### src/rtl/inst_encoder_loader.sv
// -----------------------------------------------------------------------------
// inst_encoder_loader
//   Takes abstract op requests (kind, registers, immediate) over a valid/ready
//   handshake, encodes each one into a standard RV32I instruction word and
//   writes it to consecutive instruction-memory word addresses. The boot/test
//   path uses it to build programs in IMEM. Supported ops match the decoder:
//   ADD SUB OR AND ADDI LW SW BEQ.
//
// Parameters
//   ADDR_W      IMEM word-address width
//   DEPTH       words accepted before the loader reports full (<= 2**ADDR_W)
//
// Ports
//   clk         clock, rising edge
//   reset       synchronous, active-low reset (highest priority)
//   clear       restart loading at address 0, drop a sticky error
//   op_valid    request valid
//   op_ready    request can be accepted this cycle
//   op_kind     0 ADD,1 SUB,2 OR,3 AND,4 ADDI,5 LW,6 SW,7 BEQ
//   rd/rs1/rs2  register indices (fields not used by a kind are ignored)
//   imm         signed immediate (byte offset for BEQ)
//   imem_we     IMEM write strobe, one cycle per encoded word
//   imem_addr   IMEM word address of the write
//   imem_wdata  encoded instruction word
//   prog_count  words accepted and written since reset/clear
//   full        prog_count has reached DEPTH
//   err         sticky encode error
//   err_code    0 none, 1 immediate out of range, 2 BEQ offset odd
// -----------------------------------------------------------------------------
module inst_encoder_loader #(
  parameter int ADDR_W = 8,
  parameter int DEPTH  = 256
) (
  input  logic              clk,
  input  logic              reset,
  input  logic              clear,
  input  logic              op_valid,
  output logic              op_ready,
  input  logic [2:0]        op_kind,
  input  logic [4:0]        rd,
  input  logic [4:0]        rs1,
  input  logic [4:0]        rs2,
  input  logic [31:0]       imm,
  output logic              imem_we,
  output logic [ADDR_W-1:0] imem_addr,
  output logic [31:0]       imem_wdata,
  output logic [ADDR_W:0]   prog_count,
  output logic              full,
  output logic              err,
  output logic [1:0]        err_code
);

  // Loader states
  localparam logic [1:0] ST_LOAD = 2'd0;
  localparam logic [1:0] ST_FULL = 2'd1;
  localparam logic [1:0] ST_ERR  = 2'd2;

  // Op kinds
  localparam logic [2:0] K_ADD  = 3'd0;
  localparam logic [2:0] K_SUB  = 3'd1;
  localparam logic [2:0] K_OR   = 3'd2;
  localparam logic [2:0] K_AND  = 3'd3;
  localparam logic [2:0] K_ADDI = 3'd4;
  localparam logic [2:0] K_LW   = 3'd5;
  localparam logic [2:0] K_SW   = 3'd6;
  localparam logic [2:0] K_BEQ  = 3'd7;

  // RV32I opcodes and function fields
  localparam logic [6:0] OPC_R    = 7'b0110011;
  localparam logic [6:0] OPC_OPI  = 7'b0010011;
  localparam logic [6:0] OPC_LOAD = 7'b0000011;
  localparam logic [6:0] OPC_STOR = 7'b0100011;
  localparam logic [6:0] OPC_BR   = 7'b1100011;
  localparam logic [2:0] F3_ADD   = 3'b000;
  localparam logic [2:0] F3_OR    = 3'b110;
  localparam logic [2:0] F3_AND   = 3'b111;
  localparam logic [2:0] F3_WORD  = 3'b010;
  localparam logic [2:0] F3_BEQ   = 3'b000;
  localparam logic [6:0] F7_BASE  = 7'b0000000;
  localparam logic [6:0] F7_SUB   = 7'b0100000;

  // Error codes
  localparam logic [1:0] E_NONE  = 2'd0;
  localparam logic [1:0] E_RANGE = 2'd1;
  localparam logic [1:0] E_ODD   = 2'd2;

  localparam logic [ADDR_W:0] DEPTH_C = (ADDR_W+1)'(DEPTH);
  localparam logic [ADDR_W:0] ONE_C   = (ADDR_W+1)'(1);

  // R-type: funct7 | rs2 | rs1 | funct3 | rd | opcode
  function automatic logic [31:0] enc_r(input logic [6:0] f7, input logic [2:0] f3,
                                        input logic [4:0] d, input logic [4:0] s1,
                                        input logic [4:0] s2);
    return {f7, s2, s1, f3, d, OPC_R};
  endfunction

  // I-type: imm[11:0] | rs1 | funct3 | rd | opcode
  function automatic logic [31:0] enc_i(input logic [6:0] opc, input logic [2:0] f3,
                                        input logic [4:0] d, input logic [4:0] s1,
                                        input logic [11:0] i12);
    return {i12, s1, f3, d, opc};
  endfunction

  // S-type: imm[11:5] | rs2 | rs1 | funct3 | imm[4:0] | opcode
  function automatic logic [31:0] enc_s(input logic [4:0] s1, input logic [4:0] s2,
                                        input logic [11:0] i12);
    return {i12[11:5], s2, s1, F3_WORD, i12[4:0], OPC_STOR};
  endfunction

  // B-type. 'off' is imm[12:1] (bit 0 of a branch offset is never encoded),
  // so off[11]=imm[12], off[10]=imm[11], off[9:4]=imm[10:5], off[3:0]=imm[4:1].
  function automatic logic [31:0] enc_b(input logic [4:0] s1, input logic [4:0] s2,
                                        input logic [11:0] off);
    return {off[11], off[9:4], s2, s1, F3_BEQ, off[3:0], off[10], OPC_BR};
  endfunction

  // True when the upper bits are a pure sign extension (all 0s or all 1s).
  function automatic logic sext_ok(input logic [20:0] hi);
    return (hi == {21{1'b0}}) || (hi == {21{1'b1}});
  endfunction

  logic [1:0]        r_state;
  logic              r_we;
  logic [ADDR_W-1:0] r_addr;
  logic [31:0]       r_wdata;
  logic [ADDR_W:0]   r_count;
  logic              r_full;
  logic              r_err;
  logic [1:0]        r_code;

  logic              w_accept;
  logic              w_i_range;
  logic              w_b_range;
  logic [31:0]       w_enc;
  logic [1:0]        w_code;
  logic [ADDR_W:0]   w_count_nxt;

  assign op_ready    = (r_state == ST_LOAD) && !clear;
  assign w_accept    = op_valid && op_ready;
  assign w_count_nxt = r_count + ONE_C;

  // 12-bit signed: [-2048, 2047]. Branch: 13-bit signed minus 4095, which is
  // odd anyway but must report as out of range since range outranks oddness.
  assign w_i_range = sext_ok(imm[31:11]);
  assign w_b_range = sext_ok({imm[31:12], imm[12]}) && (imm != 32'h0000_0FFF);

  // Encode the presented op and classify its immediate.
  always_comb begin
    w_enc  = 32'h0000_0000;
    w_code = E_NONE;
    case (op_kind)
      K_ADD:  w_enc = enc_r(F7_BASE, F3_ADD, rd, rs1, rs2);
      K_SUB:  w_enc = enc_r(F7_SUB,  F3_ADD, rd, rs1, rs2);
      K_OR:   w_enc = enc_r(F7_BASE, F3_OR,  rd, rs1, rs2);
      K_AND:  w_enc = enc_r(F7_BASE, F3_AND, rd, rs1, rs2);
      K_ADDI: begin
        w_enc = enc_i(OPC_OPI, F3_ADD, rd, rs1, imm[11:0]);
        if (!w_i_range) begin
          w_code = E_RANGE;
        end else begin
          w_code = E_NONE;
        end
      end
      K_LW: begin
        w_enc = enc_i(OPC_LOAD, F3_WORD, rd, rs1, imm[11:0]);
        if (!w_i_range) begin
          w_code = E_RANGE;
        end else begin
          w_code = E_NONE;
        end
      end
      K_SW: begin
        w_enc = enc_s(rs1, rs2, imm[11:0]);
        if (!w_i_range) begin
          w_code = E_RANGE;
        end else begin
          w_code = E_NONE;
        end
      end
      K_BEQ: begin
        w_enc = enc_b(rs1, rs2, imm[12:1]);
        if (!w_b_range) begin
          w_code = E_RANGE;
        end else if (imm[0]) begin
          w_code = E_ODD;
        end else begin
          w_code = E_NONE;
        end
      end
      default: begin
        w_enc  = 32'h0000_0000;
        w_code = E_NONE;
      end
    endcase
  end

  // Loader FSM, write port and status registers.
  always_ff @(posedge clk) begin
    if (!reset) begin
      r_state <= ST_LOAD;
      r_we    <= 1'b0;
      r_addr  <= {ADDR_W{1'b0}};
      r_wdata <= 32'h0000_0000;
      r_count <= {(ADDR_W+1){1'b0}};
      r_full  <= 1'b0;
      r_err   <= 1'b0;
      r_code  <= E_NONE;
    end else if (clear) begin
      // A word registered last cycle has already been presented this cycle.
      r_state <= ST_LOAD;
      r_we    <= 1'b0;
      r_addr  <= {ADDR_W{1'b0}};
      r_count <= {(ADDR_W+1){1'b0}};
      r_full  <= 1'b0;
      r_err   <= 1'b0;
      r_code  <= E_NONE;
    end else if (w_accept) begin
      if (w_code != E_NONE) begin
        // Bad op is consumed but never written.
        r_state <= ST_ERR;
        r_we    <= 1'b0;
        r_err   <= 1'b1;
        r_code  <= w_code;
      end else begin
        r_we    <= 1'b1;
        r_addr  <= r_count[ADDR_W-1:0];
        r_wdata <= w_enc;
        r_count <= w_count_nxt;
        if (w_count_nxt == DEPTH_C) begin
          r_state <= ST_FULL;
          r_full  <= 1'b1;
        end else begin
          r_state <= ST_LOAD;
          r_full  <= 1'b0;
        end
      end
    end else begin
      r_we <= 1'b0;
    end
  end

  assign imem_we    = r_we;
  assign imem_addr  = r_addr;
  assign imem_wdata = r_wdata;
  assign prog_count = r_count;
  assign full       = r_full;
  assign err        = r_err;
  assign err_code   = r_code;

endmodule

### config.mk
export PLATFORM = sky130hd
export DESIGN_NAME = inst_encoder_loader
export DESIGN_NICKNAME = d
export VERILOG_FILES = /design/src/rtl/inst_encoder_loader.sv
export SDC_FILE = /design/constraint.sdc
export NUM_CORES = 1
export LEC_CHECK = 0
export ABC_AREA = 1
export BUFFER_PORTS_ARGS = -buffer_cell sky130_fd_sc_hd__buf_4
export CAP_MARGIN = 20
export CORE_MARGIN = 2
export CORE_UTILIZATION = 50
export CTS_CLUSTER_DIAMETER = 60
export DETAILED_ROUTE_END_ITERATION = 8
export PLACE_DENSITY = 0.92
export SETUP_SLACK_MARGIN = 0.15
export SYNTH_ARGS = -nofsm -noshare
export SYNTH_HDL_FRONTEND = slang
export SYNTH_SLANG_ARGS = --single-unit
### constraint.sdc
create_clock -name clk -period 1.68 [get_ports clk]
set_input_delay 0.084 -clock clk [delete_from_list [all_inputs] [get_ports clk]]
set_output_delay 0.084 -clock clk [all_outputs]
set_load 0.01 [all_outputs]
# Word level (Yosys, flattened, before mapping)
# Index checks and enable logic that the tools add are counted.
[totals]
register_bits = 56
elab_cells = 50
[classes]
add_sub_neg = 1
n_eq_ne = 11
n_mux = 9
bitwise_logic = 4
reduce_logical = 17
[ops]
columns = ["op", "count"]
rows = [
  ["$pmux 32 s8", 1],
  ["$eq 21x21->1 const B", 2],
  ["$logic_not 21->1", 2],
  ["$ne 32x12->1 const B", 1],
  ["$eq 3x3->1 const B", 4],
  ["$add 9x1->9 const B", 1],
  ["$eq 9x9->1 const B", 1],
  ["$eq 3x2->1 const B", 2],
  ["$mux 2", 3],
  ["$reduce_or 3->1", 2],
  ["$mux 1", 4],
  ["$not 1->1", 4],
  ["$pmux 2 s2", 1],
  ["$reduce_and 2->1", 2],
  ["$eq 3x1->1 const B", 1],
  ["$logic_and 1x1->1", 3],
  ["$logic_not 3->1", 1],
  ["$reduce_and 3->1", 1],
  ["$logic_not 2->1", 1],
  ["$logic_or 1x1->1", 2],
  ["$reduce_bool 2->1", 1],
  ["$reduce_or 2->1", 1],
  ["$logic_not 1->1", 1],
]

# Logic depth before layout (Yosys ltp)
# Gate-level depths: netlist of the first run.
[logic_depth]
ltp_word = 8
mapped_depth = 13

# Least setup slack after synthesis of the first run
# Ideal clock, no wire load.
[synth_path]
path_type = "reg2reg"
startpoint = "register r_state[1]"
endpoint = "register r_wdata[31], in the netlist imem_wdata[31]"
t_arrival_ns = 1.559
slack_ns = 0.049
path_stages_with_launch = 10
n_path_buf = 3
period_less_slack_ns = 1.631
path_cell_list = "dfxtp_1 nor3_1 and2_1 buf_2 nand2_4 nor2_8 buf_6 buf_12 nand2_1 a21oi_1"
[synth_between]
elab_chain_cells = 4
[synth_lines]
columns = ["element", "line", "text"]
rows = [
  ["from (decl)", "122", "logic [1:0] r_state;"],
  ["from (signal assigned)", "200", "r_state <= ST_LOAD;"],
  ["from (signal assigned)", "210", "r_state <= ST_LOAD;"],
  ["from (signal assigned)", "220", "r_state <= ST_ERR;"],
  ["$logic_not 2->1", "138", "assign op_ready = (r_state == ST_LOAD) && !clear;"],
  ["$logic_and 1x1->1", "138", ""],
  ["named net op_ready", "38", "output logic op_ready,"],
  ["$logic_and 1x1->1", "139", "assign w_accept = op_valid && op_ready;"],
  ["$reduce_and 3->1 (no source line)", "--", ""],
  ["to (signal assigned)", "227", "r_wdata <= w_enc;"],
  ["to (decl)", "125", "logic [31:0] r_wdata;"],
]
# The timed path passes the listed nets, and every way through them passes these cells.
# A chain may end at the register's enable or synchronous reset.

# Worst setup path in the final report of the first run
[layout_path]
startpoint = "register r_count[0], in the netlist prog_count[0]"
endpoint = "register r_state[0]"
[layout_between]
elab_chain_cells = 4
[layout_lines]
columns = ["element", "line", "text"]
rows = [
  ["from (decl)", "126", "logic [ADDR_W:0] r_count;"],
  ["from (signal assigned)", "204", "r_count <= {(ADDR_W+1){1'b0}};"],
  ["from (signal assigned)", "213", "r_count <= {(ADDR_W+1){1'b0}};"],
  ["from (signal assigned)", "228", "r_count <= w_count_nxt;"],
  ["$add 9x1->9", "140", "assign w_count_nxt = r_count + ONE_C;"],
  ["$eq 9x9->1", "229", "if (w_count_nxt == DEPTH_C) begin"],
  ["$mux 1", "229", ""],
  ["$mux 2", "218", "if (w_code != E_NONE) begin"],
  ["to (signal assigned)", "220", ""],
  ["to (signal assigned)", "230", "r_state <= ST_FULL;"],
  ["to (signal assigned)", "233", "r_state <= ST_LOAD;"],
]
# No other way between the ends.

==> results.json, run 1 <==
{
  "fp.dieW_um": 80.8,
  "grt_max_degree": 32,
  "finClkSkew_ns": 0.00748,
  "clk_pin_slew_worst_paths_ns": 0.10,
  "fin_tns_setup_ns": 0,
  "fin_nets": 618,
  "min_period_over_period": 0.906,
  "ys_seq_area_frac": 0.360,
  "min_path_type": "input pin to flop",
  "antenna_found_initial": 0,
  "via_per_inst": 5.29,
  "port_buffers": 106,
  "vias": 3360,
  "crit_type": "flop to flop",
  "netlist.area_leader.share": 0.360,
  "clockBufferDepth": 2,
  "first_pass_iters": 5,
  "synthSimpleGateAreaFrac": 0.407,
  "syn-cell-area_mm2": 0.00295,
  "worstHoldPathCells": 3,
  "async_flop_share": 0,
  "io_pins": 109,
  "final.min_clock_period_ns": 1.52,
  "syn_avg_cell_area_um2": 6.51,
  "hpwl_um": 5910,
  "clkSinkCount": 53,
  "path_max_fanout": 4,
  "finalSetupViolCount": 0,
  "clk_latency_ns": 0.30,
  "synth-xor-area-share": 0.00297,
  "rrSetupSlack_ns": 0.16,
  "die-area_mm2": 0.00653,
  "wl_per_cell_um": 13.7,
  "cp-start-kind": "flop",
  "ir_drop_mv": 0.503,
  "synthAdderAreaFrac": 0.00849,
  "pwr-share-comb": 0.222,
  "floorplan.initialDensity": 0.526,
  "netSwitchingFraction": 0.291,
  "grt_pass1_wl_um": 12700,
  "drive_gt1_frac": 0.320,
  "intPower_mw": 1.88,
  "dieHeight_um": 80.8,
  "p_seq_frac": 0.506,
  "first_iter_violations": 318,
  "ys_top_cells_by_area": "dfxtp_1 36%, nand2_1 15%, nor2_1 11%, o21ai_0 7.3%, nor3_1 4.4%",
  "powerDensity_mw_per_mm2": 650,
  "cp.required_ns": 1.92,
  "dp_slack_ns": 0.0905,
  "ys.flop_type": "dfxtp_1",
  "ys_seq_elements": 53,
  "ys_types": 35,
  "yosysTopAreaCell": "dfxtp_1",
  "drv_cap": 0,
  "status": "completed",
  "reg2reg_depth": 10,
  "fp-row-count": 27,
  "maxSlewViolCount": 0,
  "fin_ws_ns": 0.159,
  "rr_startpoint": "prog_count[0]",
  "cp_data_arrival_time_ns": 1.76,
  "finalHoldViolations": 0,
  "core_region_area_mm2": 0.00561,
  "switchingPower_uw": 769,
  "crit_path_end_kind": "flop",
  "grt.total_usage": 0.241,
  "netlist_instances": 453,
  "grt-ovfl-total": 0,
  "clock.fmax_mhz": 657,
  "cts_tree": "done",
  "synth_mux_area_frac": 0.0191,
  "antenna_left": 0,
  "first_global_vias": 2919,
  "synth_edf_count": 0,
  "n_antenna_cell": 0,
  "power_frac_clock": 0.272,
  "synth_top_family_by_area": "simple AND/OR/NAND/NOR gates",
  "r2r-end": "r_state[0]",
  "synth_compound_area_frac": 0.110,
  "ctsHoldBuffers": 0,
  "place.gp.congestion": 0.883,
  "numCtsBuffers": 5,
  "rsz0062_at_grt": "yes",
  "hold_start": "rs1[1]",
  "area_delta_synth_final_pct": 38.1,
  "min_to": "imem_wdata[16]",
  "routed_wl_um": 8680,
  "yosysWarnings": 0,
  "leakagePower_nw": 1.92,
  "ctsHtreeMaxLevel": 2,
  "drc": 0,
  "root_buffer": "clkbuf_8"
}
-- worst max path at each step --
| stage | to | slack [ns] | start | depth (start not counted) |
|---|---|---|---|---|
| after floorplan | imem_wdata[31] | 0.15 | r_state[1] | 9 |
| after global placement | imem_wdata[14] | 0.16 | imm[25] | 12 |
| after detailed placement | imem_wdata[13] | 0.09 | imm[23] | 12 |
| after CTS | r_state[0] | 0.16 | prog_count[0] | 11 |
| after global routing | r_state[0] | 0.04 | prog_count[1] | 11 |
| final | r_state[0] | 0.16 | prog_count[0] | 10 |
-- flip-flops by register name, summed over array words and instances, names as in the netlist --
| signal | cells |
|---|---|
| err_code | 2 |
| full | 1 |
| prog_count | 9 |
| r_state | 2 |
| imem_addr | 8 |
| imem_we | 1 |
| imem_wdata | 29 |
| err | 1 |
-- metrics by stage --
stage / cell area [um^2] / cells / hold WS [ns] / util / power, mW
after floorplan: 2960 / 454 / 0.199 / - / 1.66
after global placement: 3820 / 623 / 0.313 / 0.682 / 1.91
after detailed placement: 3820 / 623 / 0.329 / 0.682 / 1.92
after CTS: 3920 / 632 / 0.0125 / 0.699 / 2.63
after global routing: 4070 / 635 / 0.0253 / 0.726 / 2.75
final: 4070 / 635 / 0.0141 / 0.726 / 2.65
-- layout by cell type (no fill, tap or decap), types with 4 or more instances in the layout --
| cell type | synthesis | layout |
|---|---|---|
| nand2_4 | 3 | 4 |
| nor3_1 | 26 | 25 |
| nand4_1 | 6 | 6 |
| clkbuf_8 | 0 | 5 |
| dfxtp_1 | 53 | 46 |
| buf_4 | 5 | 116 |
| nand3_1 | 11 | 10 |
| inv_1 | 33 | 32 |
| o21ai_0 | 43 | 41 |
| nor2_2 | 10 | 15 |
| mux2_2 | 5 | 5 |
| nand2_1 | 114 | 107 |
| dfxtp_4 | 0 | 4 |
| nor2_1 | 90 | 84 |
| nand2_2 | 0 | 6 |
| a21oi_1 | 17 | 17 |
-- layer usage --
| metal | vias to the layer above | global-route usage | share of wire |
|---|---|---|---|
| met4 | 0 | 0.0644 | 0.013 |
| li1 | 1659 | - | - |
| met5 | - | 0 | 0 |
| met3 | 20 | 0.0544 | 0.084 |
| met1 | 1492 | 0.305 | 0.43 |
| met2 | 189 | 0.414 | 0.48 |
-- synth_stat cells, drive strengths merged (2+ instances only) --
cell	count
nor2	102
nand4	7
o21ai	43
mux2	5
nor3	26
and2	2
dfxtp	53
nand2	117
nand3b	4
a21oi	17
ha	2
inv	35
buf	17
clkbuf	4
nand3	12
-- power by group through the flow --
| stage | clock [mW] | combinational [mW] | sequential (mW) |
|---|---|---|---|
| 2_1_floorplan | 0 | 0.266 | 1.39 |
| 3_3_place_gp | 0 | 0.542 | 1.37 |
| 3_5_place_dp | 0 | 0.556 | 1.37 |
| 4_1_cts | 0.732 | 0.558 | 1.34 |
| 5_1_grt | 0.768 | 0.640 | 1.34 |
| 6_report | 0.721 | 0.586 | 1.34 |
-- area by class of cell --
class / instances / area, um^2
clock buffers: 6 / 72.6
clock inverters: 2 / 13.8
fillers: 449 / 1540
inverters: 36 / 135
multi-input cells: 344 / 1700
flip-flops and latches: 53 / 1080
well taps: 72 / 90.1
repair buffers: 122 / 983
-- kinds of logic after synthesis --
| family | Yosys count |
|---|---|
| compound gates | 63 |
| xor+xnor | 1 |
| fa+ha+maj | 2 |
| buf+inv | 57 |
| flops | 53 |
| mux | 5 |
| other cells | 1 |
| simple gates | 271 |
-- critical path: stages (launching register included) --
cell	delay (ns)
dfxtp_4	0.37
buf_6	0.13
inv_1	0.10
nor2_4	0.05
nand2_1	0.09
nand3_1	0.11
nor2_1	0.16
nand3_1	0.11
nor2_2	0.13
nand4_1	0.08
a21oi_1	0.14
-- repair_timing --
action | in CTS | in global routing
pin swaps | 0 | 11
gates cloned | 0 | 2
buffers inserted | 1 | 1
resized for setup | 3 | 34
endpoints found under the setup margin | 2 | 32
Note: power is estimated with default switching activity, not from simulation.
==> inputs of run 2 (changes only) <==
--- a/config.mk
+++ b/config.mk
@@ -7,12 +7,11 @@
 export LEC_CHECK = 0
 export ABC_AREA = 1
 export BUFFER_PORTS_ARGS = -buffer_cell sky130_fd_sc_hd__buf_4
-export CAP_MARGIN = 20
 export CORE_MARGIN = 2
-export CORE_UTILIZATION = 50
+export CORE_UTILIZATION = 49
 export CTS_CLUSTER_DIAMETER = 60
 export DETAILED_ROUTE_END_ITERATION = 8
-export PLACE_DENSITY = 0.92
+export PLACE_DENSITY = 0.9
 export SETUP_SLACK_MARGIN = 0.15
 export SYNTH_ARGS = -nofsm -noshare
 export SYNTH_HDL_FRONTEND = slang
==> run 2 against run 1 <==
- sequential power hardly changed
- clock skew is 0.0020 ns higher
- global-route usage grew 1.4 points
- register-to-register slack got worse by 0.07 ns
- core utilization shrank 2.4 points
- sequential cell count is the same
- critical path depth up 1
- via count up 0.30%
- final cell count rose by 0.94%
- hold slack lost 0.0092 ns
- power is 5.9% higher
- critical endpoint unchanged
==> results.json, run 2 (synthesized netlist as in run 1, its figures left out) <==
{
  "status": "completed",
  "vias": 3370,
  "min_path_type": "input pin to flop",
  "layout_common_cells": "120 x buf_4, 108 x nand2_1, 85 x nor2_1, 46 x dfxtp_1, 41 x o21ai_0",
  "port_buffers": 106,
  "final_common_cell": "buf_4",
  "drv_cap": 0,
  "cp-start-kind": "flop",
  "grt_max_degree": 31,
  "critPathSlowestCell": "dfxtp_4",
  "io_pins": 109,
  "clkSinkCount": 53,
  "multi_input_comb_area_mm2": 0.00169,
  "antenna_left": 0,
  "hpwl_um": 6010,
  "ir_drop_mv": 0.427,
  "leakagePower_nw": 1.92,
  "area_delta_synth_final_pct": 39.3,
  "root_buffer": "clkbuf_8",
  "fp-row-count": 28,
  "dieHeight_um": 81.6,
  "floorplan.initialDensity": 0.504,
  "rsz0062_at_grt": "yes",
  "path_buf_inv": 3,
  "path_max_fanout": 5,
  "first_iter_violations": 138,
  "ctsHoldBuffers": 0,
  "n_antenna_cell": 0,
  "die-area_mm2": 0.00665,
  "first_pass_iters": 5,
  "finalSetupViolCount": 0,
  "cp_data_arrival_time_ns": 1.84,
  "utilization": 0.702,
  "antenna_found_initial": 0,
  "powerDensity_mw_per_mm2": 683,
  "slowest_delay_ns": 0.37,
  "finalNonFillerCells": 641,
  "place.gp.congestion": 0.873,
  "grt.total_usage": 0.255,
  "clock.fmax_mhz": 629,
  "maxSlewViolCount": 0,
  "grt-ovfl-total": 0,
  "total_power_mw": 2.80,
  "routed_wl_um": 8820,
  "wl_per_cell_um": 13.8,
  "grt_pass1_wl_um": 13400,
  "nFillCells": 478,
  "clockBufferDepth": 2,
  "finClkSkew_ns": 0.00948,
  "cp.required_ns": 1.93,
  "via_per_inst": 5.26,
  "seq_area_mm2": 0.00108,
  "core_region_area_mm2": 0.00585,
  "hold_ws_ns": 0.00493,
  "crit_path_end_kind": "flop",
  "crit_type": "flop to flop",
  "crit_chain": "buf_6, inv_2, nor2_4, buf_4, nand3b_1, nand2_1, nor2_1, nand3_1, nor2_2, nand4_1, a21oi_2",
  "first_global_vias": 3022,
  "clk_pin_slew_worst_paths_ns": 0.10,
  "placedCellCount": 626,
  "clk_latency_ns": 0.31,
  "drive_gt1_frac": 0.329,
  "min_period_over_period": 0.947,
  "largest_register_ffs": 29,
  "final.min_clock_period_ns": 1.59,
  "fp.dieW_um": 81.6,
  "cts_tree": "done",
  "ctsHtreeMaxLevel": 2,
  "fin_tns_setup_ns": 0,
  "numCtsBuffers": 5,
  "critPathTopFamily": "simple AND/OR/NAND/NOR gates",
  "drc": 0,
  "fin_nets": 622,
  "finalHoldViolations": 0
}
==> run 2: path summary, 6_finish.rpt <==
kind                 startpoint              to  slack, ns  depth (start not counted)
setup / recovery  prog_count[0]      r_state[0]       0.09                         11
hold / removal           rs1[1]  imem_wdata[16]      0.005                          3
setup reg to reg  prog_count[0]      r_state[0]       0.09                         11
hold reg to reg             err             err       0.45                          2
==> run 2: layout make-up <==
cell class / instances / share of cell area
inverters: 36 / 0.0329
clock buffers: 5 / 0.0168
clock inverters: 2 / 0.00945
well taps: 75 / 0.0229
multi-input cells: 344 / 0.412
flip-flops and latches: 53 / 0.262
repair buffers: 126 / 0.244
==> run 2: tightest hold or removal path, delay by kind of cell <==
kind | cells | cell delay (ns)
buffers and inverters | 1 | 0.08
AND/OR/NAND/NOR | 2 | 0.12
==> run 2: timing repair <==
action	CTS	global route
gates resized for setup	17	21
setup buffers	3	4
pin swaps	9	9
endpoints found under the hold margin	0	0
endpoints found under the setup margin	2	35
gates cloned	0	1
==> run 2: per-layer routing <==
layer,routed length [um],vias to the layer above,global-route usage
li1,-,1664,-
met1,3820,1539,0.315
met2,4190,151,0.447
met3,639,16,0.0516
met4,160,0,0.0729
met5,0,-,0
==> run 2: per-stage QoR <==
| stage | setup slack, ns | instance area [um^2] |
|---|---|---|
| 3_5_place_dp | 0.0983 | 3830 |
| 2_1_floorplan | 0.154 | 2960 |
| 6_report | 0.0892 | 4110 |
| 3_3_place_gp | 0.178 | 3830 |
| 5_1_grt | 0.00643 | 4110 |
| 4_1_cts | 0.152 | 4000 |
==> run 2: power by group <==
| part | internal [mW] | switching, mW | total, mW |
|---|---|---|---|
| logic | 0.275 | 0.310 | 0.585 |
| clock network | 0.442 | 0.434 | 0.876 |
| registers | 1.31 | 0.0369 | 1.34 |
